--- config.mk ---
export PLATFORM = sky130hd
export DESIGN_NAME = clint_mh
export DESIGN_NICKNAME = d
export VERILOG_FILES = /design/src/rtl/clint_mh.sv
export SDC_FILE = /design/constraint.sdc
export NUM_CORES = 1
export LEC_CHECK = 0
export CORE_AREA = 2 2 211 213
export CTS_BUF_LIST = sky130_fd_sc_hd__clkbuf_8
export CTS_CLUSTER_DIAMETER = 200
export DETAILED_ROUTE_END_ITERATION = 7
export DIE_AREA = 0 0 213 215
export PLACE_DENSITY = 0.56
export SYNTH_ARGS = -nofsm -noshare
export SYNTH_HDL_FRONTEND = slang
export SYNTH_SLANG_ARGS = --single-unit
--- constraint.sdc ---
create_clock -name clk -period 2.7 [get_ports clk]
set_input_delay 0.81 -clock clk [delete_from_list [all_inputs] [get_ports clk]]
set_output_delay 0.81 -clock clk [all_outputs]
set_load 0.01 [all_outputs]
--- src/rtl/clint_mh.sv ---
// clint_mh -- multi-hart core-local interruptor.
//
// Holds one MSIP bit and one 64-bit MTIMECMP per hart, plus a single shared
// 64-bit MTIME that advances once every TIMER_DIV core clocks unless the
// debug freeze input is high. Registers are reachable over a simple
// byte/half/word peripheral bus with registered (1-cycle) read data.
//
// Ports:
//   clk, rst_n                   clock and asynchronous active-low reset
//   bus_clint_read_addr/size     read byte address and access size
//   bus_clint_write_addr/size    write byte address and access size
//   bus_clint_data               right-aligned write data
//   bus_clint_rd / bus_clint_wr  read / write strobes
//   mtime_freeze                 holds MTIME and the prescaler while high
//   clint_bus_data               registered read data
//   all_intif_int_software_req   per-hart MSIP bit
//   all_intif_int_timer_req      per-hart (MTIME >= MTIMECMP) request
//
// Address map: MSIP[h] @ 0x0000+4h, MTIMECMP[h] @ 0x4000+8h (lo) / +4 (hi),
// MTIME @ 0xbff8 (lo) / 0xbffc (hi). Size codes: 00 byte, 01 half, 10 word.

module clint_mh #(
    parameter int HART_NUM       = 1,
    parameter int TIMER_DIV      = 1,
    parameter int DIV_WIDTH      = 16,
    parameter int ADDR_WIDTH     = 16,
    parameter int SIZE_WIDTH     = 2,
    parameter int REG_DATA_WIDTH = 32,
    parameter int BUS_DATA_WIDTH = 32
) (
    input  logic                      clk,
    input  logic                      rst_n,
    input  logic [ADDR_WIDTH-1:0]     bus_clint_read_addr,
    input  logic [ADDR_WIDTH-1:0]     bus_clint_write_addr,
    input  logic [SIZE_WIDTH-1:0]     bus_clint_read_size,
    input  logic [SIZE_WIDTH-1:0]     bus_clint_write_size,
    input  logic [REG_DATA_WIDTH-1:0] bus_clint_data,
    input  logic                      bus_clint_rd,
    input  logic                      bus_clint_wr,
    input  logic                      mtime_freeze,
    output logic [BUS_DATA_WIDTH-1:0] clint_bus_data,
    output logic [HART_NUM-1:0]       all_intif_int_software_req,
    output logic [HART_NUM-1:0]       all_intif_int_timer_req
);

    localparam logic [1:0] KIND_NONE = 2'd0;
    localparam logic [1:0] KIND_MSIP = 2'd1;
    localparam logic [1:0] KIND_CMP  = 2'd2;
    localparam logic [1:0] KIND_TIME = 2'd3;

    typedef struct packed {
        logic       ok;
        logic [1:0] kind;
        logic [3:0] hart;
        logic       hi;
    } dec_t;

    // Decodes one access. Anything misaligned, of reserved size, unmapped or
    // aimed at a non-existent hart comes back with ok=0 and kind=NONE, so
    // writes are dropped and reads return zero without further checks.
    function automatic dec_t decode(input logic [ADDR_WIDTH-1:0] addr,
                                    input logic [1:0] size);
        logic [31:0] a;
        logic        aligned;
        dec_t        d;
        a = 32'(addr);
        d = '0;
        case (size)
            2'd0:    aligned = 1'b1;
            2'd1:    aligned = ~a[0];
            2'd2:    aligned = (a[1:0] == 2'd0);
            default: aligned = 1'b0;
        endcase
        if (a < 32'h4000) begin
            if (a[13:2] < 12'(HART_NUM)) d.kind = KIND_MSIP;
        end else if (a < 32'h4000 + 32'(8 * HART_NUM)) begin
            d.kind = KIND_CMP;
        end else if (a >= 32'hbff8 && a <= 32'hbfff) begin
            d.kind = KIND_TIME;
        end
        d.hart = (d.kind == KIND_MSIP) ? a[5:2] : a[6:3];
        d.hi   = a[2];
        d.ok   = aligned && (d.kind != KIND_NONE);
        if (!d.ok) d.kind = KIND_NONE;
        return d;
    endfunction

    logic [HART_NUM-1:0]  msip;
    logic [63:0]          mtimecmp [HART_NUM];
    logic [63:0]          mtime;
    logic [DIV_WIDTH-1:0] div_cnt;
    logic                 tick;

    dec_t        rdec;
    dec_t        wdec;
    logic [31:0] rword;
    logic [31:0] rshift;
    logic [31:0] rdata;
    logic [31:0] wmask;
    logic [31:0] wlane;
    logic        wen;

    assign tick = ~mtime_freeze && (div_cnt == DIV_WIDTH'(TIMER_DIV - 1));
    assign all_intif_int_software_req = msip;

    // Read path: pick the addressed 32-bit word, then right-align the
    // requested lane and mask it to the access size.
    always_comb begin
        rdec  = decode(bus_clint_read_addr, bus_clint_read_size[1:0]);
        rword = '0;
        case (rdec.kind)
            KIND_MSIP: begin
                for (int h = 0; h < HART_NUM; h++)
                    if (rdec.hart == 4'(h)) rword = {31'b0, msip[h]};
            end
            KIND_CMP: begin
                for (int h = 0; h < HART_NUM; h++)
                    if (rdec.hart == 4'(h))
                        rword = rdec.hi ? mtimecmp[h][63:32] : mtimecmp[h][31:0];
            end
            KIND_TIME: rword = rdec.hi ? mtime[63:32] : mtime[31:0];
            default:   rword = '0;
        endcase
        rshift = rword >> {bus_clint_read_addr[1:0], 3'b000};
        case (bus_clint_read_size[1:0])
            2'd0:    rdata = {24'b0, rshift[7:0]};
            2'd1:    rdata = {16'b0, rshift[15:0]};
            default: rdata = rshift;
        endcase
        if (!rdec.ok) rdata = '0;
    end

    // Write path: build a bit mask of the selected bytes and shift the
    // right-aligned data into the matching lanes.
    always_comb begin
        wdec  = decode(bus_clint_write_addr, bus_clint_write_size[1:0]);
        wen   = bus_clint_wr && wdec.ok;
        wmask = '0;
        case (bus_clint_write_size[1:0])
            2'd0:    wmask = 32'h0000_00ff << {bus_clint_write_addr[1:0], 3'b000};
            2'd1:    wmask = 32'h0000_ffff << {bus_clint_write_addr[1:0], 3'b000};
            default: wmask = 32'hffff_ffff;
        endcase
        wlane = bus_clint_data[31:0] << {bus_clint_write_addr[1:0], 3'b000};
    end

    // Prescaler: free-running modulo-TIMER_DIV counter that simply stops
    // while frozen, so MTIME resumes mid-period after a debug halt.
    always_ff @(posedge clk or negedge rst_n) begin
        if (!rst_n)            div_cnt <= '0;
        else if (tick)         div_cnt <= '0;
        else if (!mtime_freeze) div_cnt <= div_cnt + 1'b1;
    end

    // MTIME: a bus write to either half takes priority over the tick, and
    // the untouched half is held as-is (no carry from the dropped increment).
    always_ff @(posedge clk or negedge rst_n) begin
        if (!rst_n) begin
            mtime <= '0;
        end else if (wen && wdec.kind == KIND_TIME) begin
            if (wdec.hi) mtime[63:32] <= (mtime[63:32] & ~wmask) | (wlane & wmask);
            else         mtime[31:0]  <= (mtime[31:0]  & ~wmask) | (wlane & wmask);
        end else if (tick) begin
            mtime <= mtime + 64'd1;
        end
    end

    // Per-hart MSIP and MTIMECMP registers. MSIP only keeps bit 0, so only a
    // write covering byte 0 can change it.
    always_ff @(posedge clk or negedge rst_n) begin
        if (!rst_n) begin
            msip <= '0;
            for (int h = 0; h < HART_NUM; h++) mtimecmp[h] <= '1;
        end else if (wen) begin
            for (int h = 0; h < HART_NUM; h++) begin
                if (wdec.hart == 4'(h)) begin
                    if (wdec.kind == KIND_MSIP && wmask[0])
                        msip[h] <= wlane[0];
                    if (wdec.kind == KIND_CMP) begin
                        if (wdec.hi)
                            mtimecmp[h][63:32] <= (mtimecmp[h][63:32] & ~wmask) | (wlane & wmask);
                        else
                            mtimecmp[h][31:0]  <= (mtimecmp[h][31:0]  & ~wmask) | (wlane & wmask);
                    end
                end
            end
        end
    end

    // Timer requests are a registered level compare on pre-edge values;
    // they follow the condition both ways with one cycle of delay.
    always_ff @(posedge clk or negedge rst_n) begin
        if (!rst_n) begin
            all_intif_int_timer_req <= '0;
        end else begin
            for (int h = 0; h < HART_NUM; h++)
                all_intif_int_timer_req[h] <= (mtime >= mtimecmp[h]);
        end
    end

    // Registered read data; holds its last value when no read is strobed.
    always_ff @(posedge clk or negedge rst_n) begin
        if (!rst_n)            clint_bus_data <= '0;
        else if (bus_clint_rd) clint_bus_data <= BUS_DATA_WIDTH'(rdata);
    end

endmodule
==> results of run 1 <==
## where the power goes
group	leakage (nW)	switching, W	total, W	internal [W]
logic	4.90	0.000823	0.00144	0.000621
registers	2.19	0.000110	0.00285	0.00274
clock network	0.217	0.00120	0.00210	0.000895
## area by class of cell
cell class	instances	area [sq um]	area share [%]
multi-input cells	1064	7706	44.47
flip-flops and latches	178	4534	26.17
repair buffers	394	3472	20.04
well taps	592	740.7	4.274
inverters	115	431.7	2.491
clock buffers	18	247.7	1.430
clock inverters	14	186.4	1.076
diodes	4	10.01	0.05776
## placed cells by master (no fill, tap or decap), drive strengths merged, types with 32 or more instances in the layout
| cell | Yosys | final |
|---|---|---|
| mux2i | 91 | 91 |
| dfstp | 64 | 64 |
| ha | 67 | 67 |
| nor4 | 32 | 32 |
| nand4 | 46 | 46 |
| o22ai | 46 | 46 |
| o21ai | 73 | 73 |
| mux2 | 69 | 69 |
| a21oi | 100 | 100 |
| inv | 114 | 122 |
| nand3 | 38 | 38 |
| nor2 | 86 | 86 |
| nand2 | 100 | 100 |
| clkdlybuf4s50 | 0 | 88 |
| buf | 23 | 290 |
| nor3 | 39 | 39 |
| dfrtp | 114 | 114 |
## metal layers
layer,part of all wire [%],vias up
met2,44,531
met3,8.2,124
met5,0,-
met4,5.5,0
met1,42,6334
li1,-,6043
## what timing repair did
action,in CTS,in global routing
setup endpoints to repair,113,120
hold endpoints to repair,0,0
resized for setup,25,27
setup buffers,8,5
hold buffers,0,0
pin swaps,9,9
gates cloned,3,0
## path summary, 6_finish.rpt
check | start | cells past startpoint | slack (ns) | to
min in group clk | div_cnt[15] | 1 | 0.49 | div_cnt[15]
max reg2reg | flop | 8 | 0.10 | all_intif_int_timer_req
min reg2reg | div_cnt[15] | 1 | 0.49 | div_cnt[15]
min | rst_n | 1 | 0.30 | asynchronous set/reset pin
max | bus_clint_write_addr[13] | 11 | 0.03 | flop
max in group asynchronous | rst_n | 2 | 1.78 | asynchronous set/reset pin
## worst max-delay path, delay by kind of cell
kind / cells / cell delay, ns
AOI/OAI and AO/OA: 2 / 0.22
buffers and inverters: 6 / 1.12
and+or+nand+nor: 3 / 0.93
## cells by family after synthesis
kind of cell,synth area share [%]
and+or+nand+nor,18.82
muxes,13.12
xor gates and xnor gates,0.9532
AOI/OAI and AO/OA,19.46
DFF,35.25
adders and majority gates,6.517
buffers and inverters,5.875
## metrics by stage
step	instances	utilization, %	hold slack, ns	TNS [ns]	cell area (sq um)
floorplan	1433	-	0.4468	-0.7503	12870
global placement	2327	37.83	0.4678	-91.49	16510
detailed placement	2327	37.83	0.4757	-95.36	16510
CTS	2370	39.43	0.2614	0	17210
global route	2378	39.70	0.2717	-0.1643	17330
finish	2379	39.71	0.2956	0	17330
==> run metrics, run 1 <==
standard-cell rows=77; layer with the highest usage=met2; clock sinks=178; gr ovfl total=0; Placement Setup Slack=-0.7769 ns; setup ws final=0.03240 ns; number of fill cells=4366; Crit Path Class=in2reg; synthesized flop and latch total=178; Slew Viols, Final=0; outcome=complete, no violations; Synth area leaders=dfrtp_1, dfstp_2, mux2i_1; H-tree levels=4; post-detail-place hpwl=40.94 mm; total clock buffers created by CTS=17; Mapped Nets=1573; warning count from the yosys run=0; Syn Std Cell Area=12860 sq um; met3 GRT Util=5.758%; Area growth, synth to finish=34.71%; max-cap viol count=0; vias in the first global route=12790; RSZ-0062 raised after global routing=true; worst-margin pin slew=0.7589 ns; GRT met2 Usage=35.08%; first-pass GRT wire length=78.51 mm; fin crit period=2.668 ns; Final Net Count=1910; Synth Instances=1433; Core ar.=43640 sq um; Die ar.=45800 sq um; Die Y=215 um; clock tree buffer depth=2; CP required=3.12 ns; Worst slew margin=48.87%; Total Power=0.006394 W; Critical Path AT=3.09 ns; Synth area leader=dfrtp_1; clk_skew=0.02512 ns; layout cells sized above 1=28.55%; number of distinct library cells after synthesis=79; final hold vios=0; ys async rst share=100.0%; CP cell instances=dlygate4sd2_1 -> nand4_1 -> or4_4 -> buf_8 -> buf_4 -> nor3_4 -> buf_6 -> bufbuf_16 -> buf_4 -> o21ai_0 -> o2bb2ai_1; Die Wd=213 um; CP startpoint kind=input port; Via density=5.478; Lkg Pwr=7.300 nW; TritonCTS clock tree=built; First DRT Iteration DRCs=1317; sequential share of the synthesized area=35.25%; RePlAce Congestion=0.9589; DRC viols=0; f_max=374.9 MHz; syn avg cell area=8.977 sq um; post-route ant nets=0; root buffer cell=clkbuf_8; Tcrit/Tclk final=98.80%; CP max-delay cell=or4_4; clock-pin slew on the worst setup and hold paths=0.11 ns; largest net degree at the start of global routing=67; peak supply drop=0.0003096 V; top-area cell type share of the netlist area=22.18%; Avg WL per Cell=21.71 um; Port Buffers=106; Starting Density=29.47%; Top Ports=107; drt pass-1 iters=5; Pwr Density=369.0 nW/um^2; Post-synth EDFFs=0; dominant synthesized flop cell=dfrtp_1; worst-path maximum fanout=10; CP dominant cell by count=buf_4; slowest stage delay, CP=0.58 ns; GRT Total Usage=22.76%; global-route met1 utilization=29.33%; Worst Hold Class=in2async; CP Capture Type=flop; clk_lat worst skew=0.53 ns; vias after detailed routing=13030; synth cell count leaders=dfrtp_1, inv_1, a21oi_1; initial antenna violation count=4; final wirelength=51.64 mm; final setup fails=0
No activity file was read; power rests on OpenSTA's default activity.
==> run 2: changes to the inputs <==
ABC_CLOCK_PERIOD_IN_PS = 2700   (was unset)
==> results of run 2 <==
Final layout, timing and power as in run 1 (identical DEF).
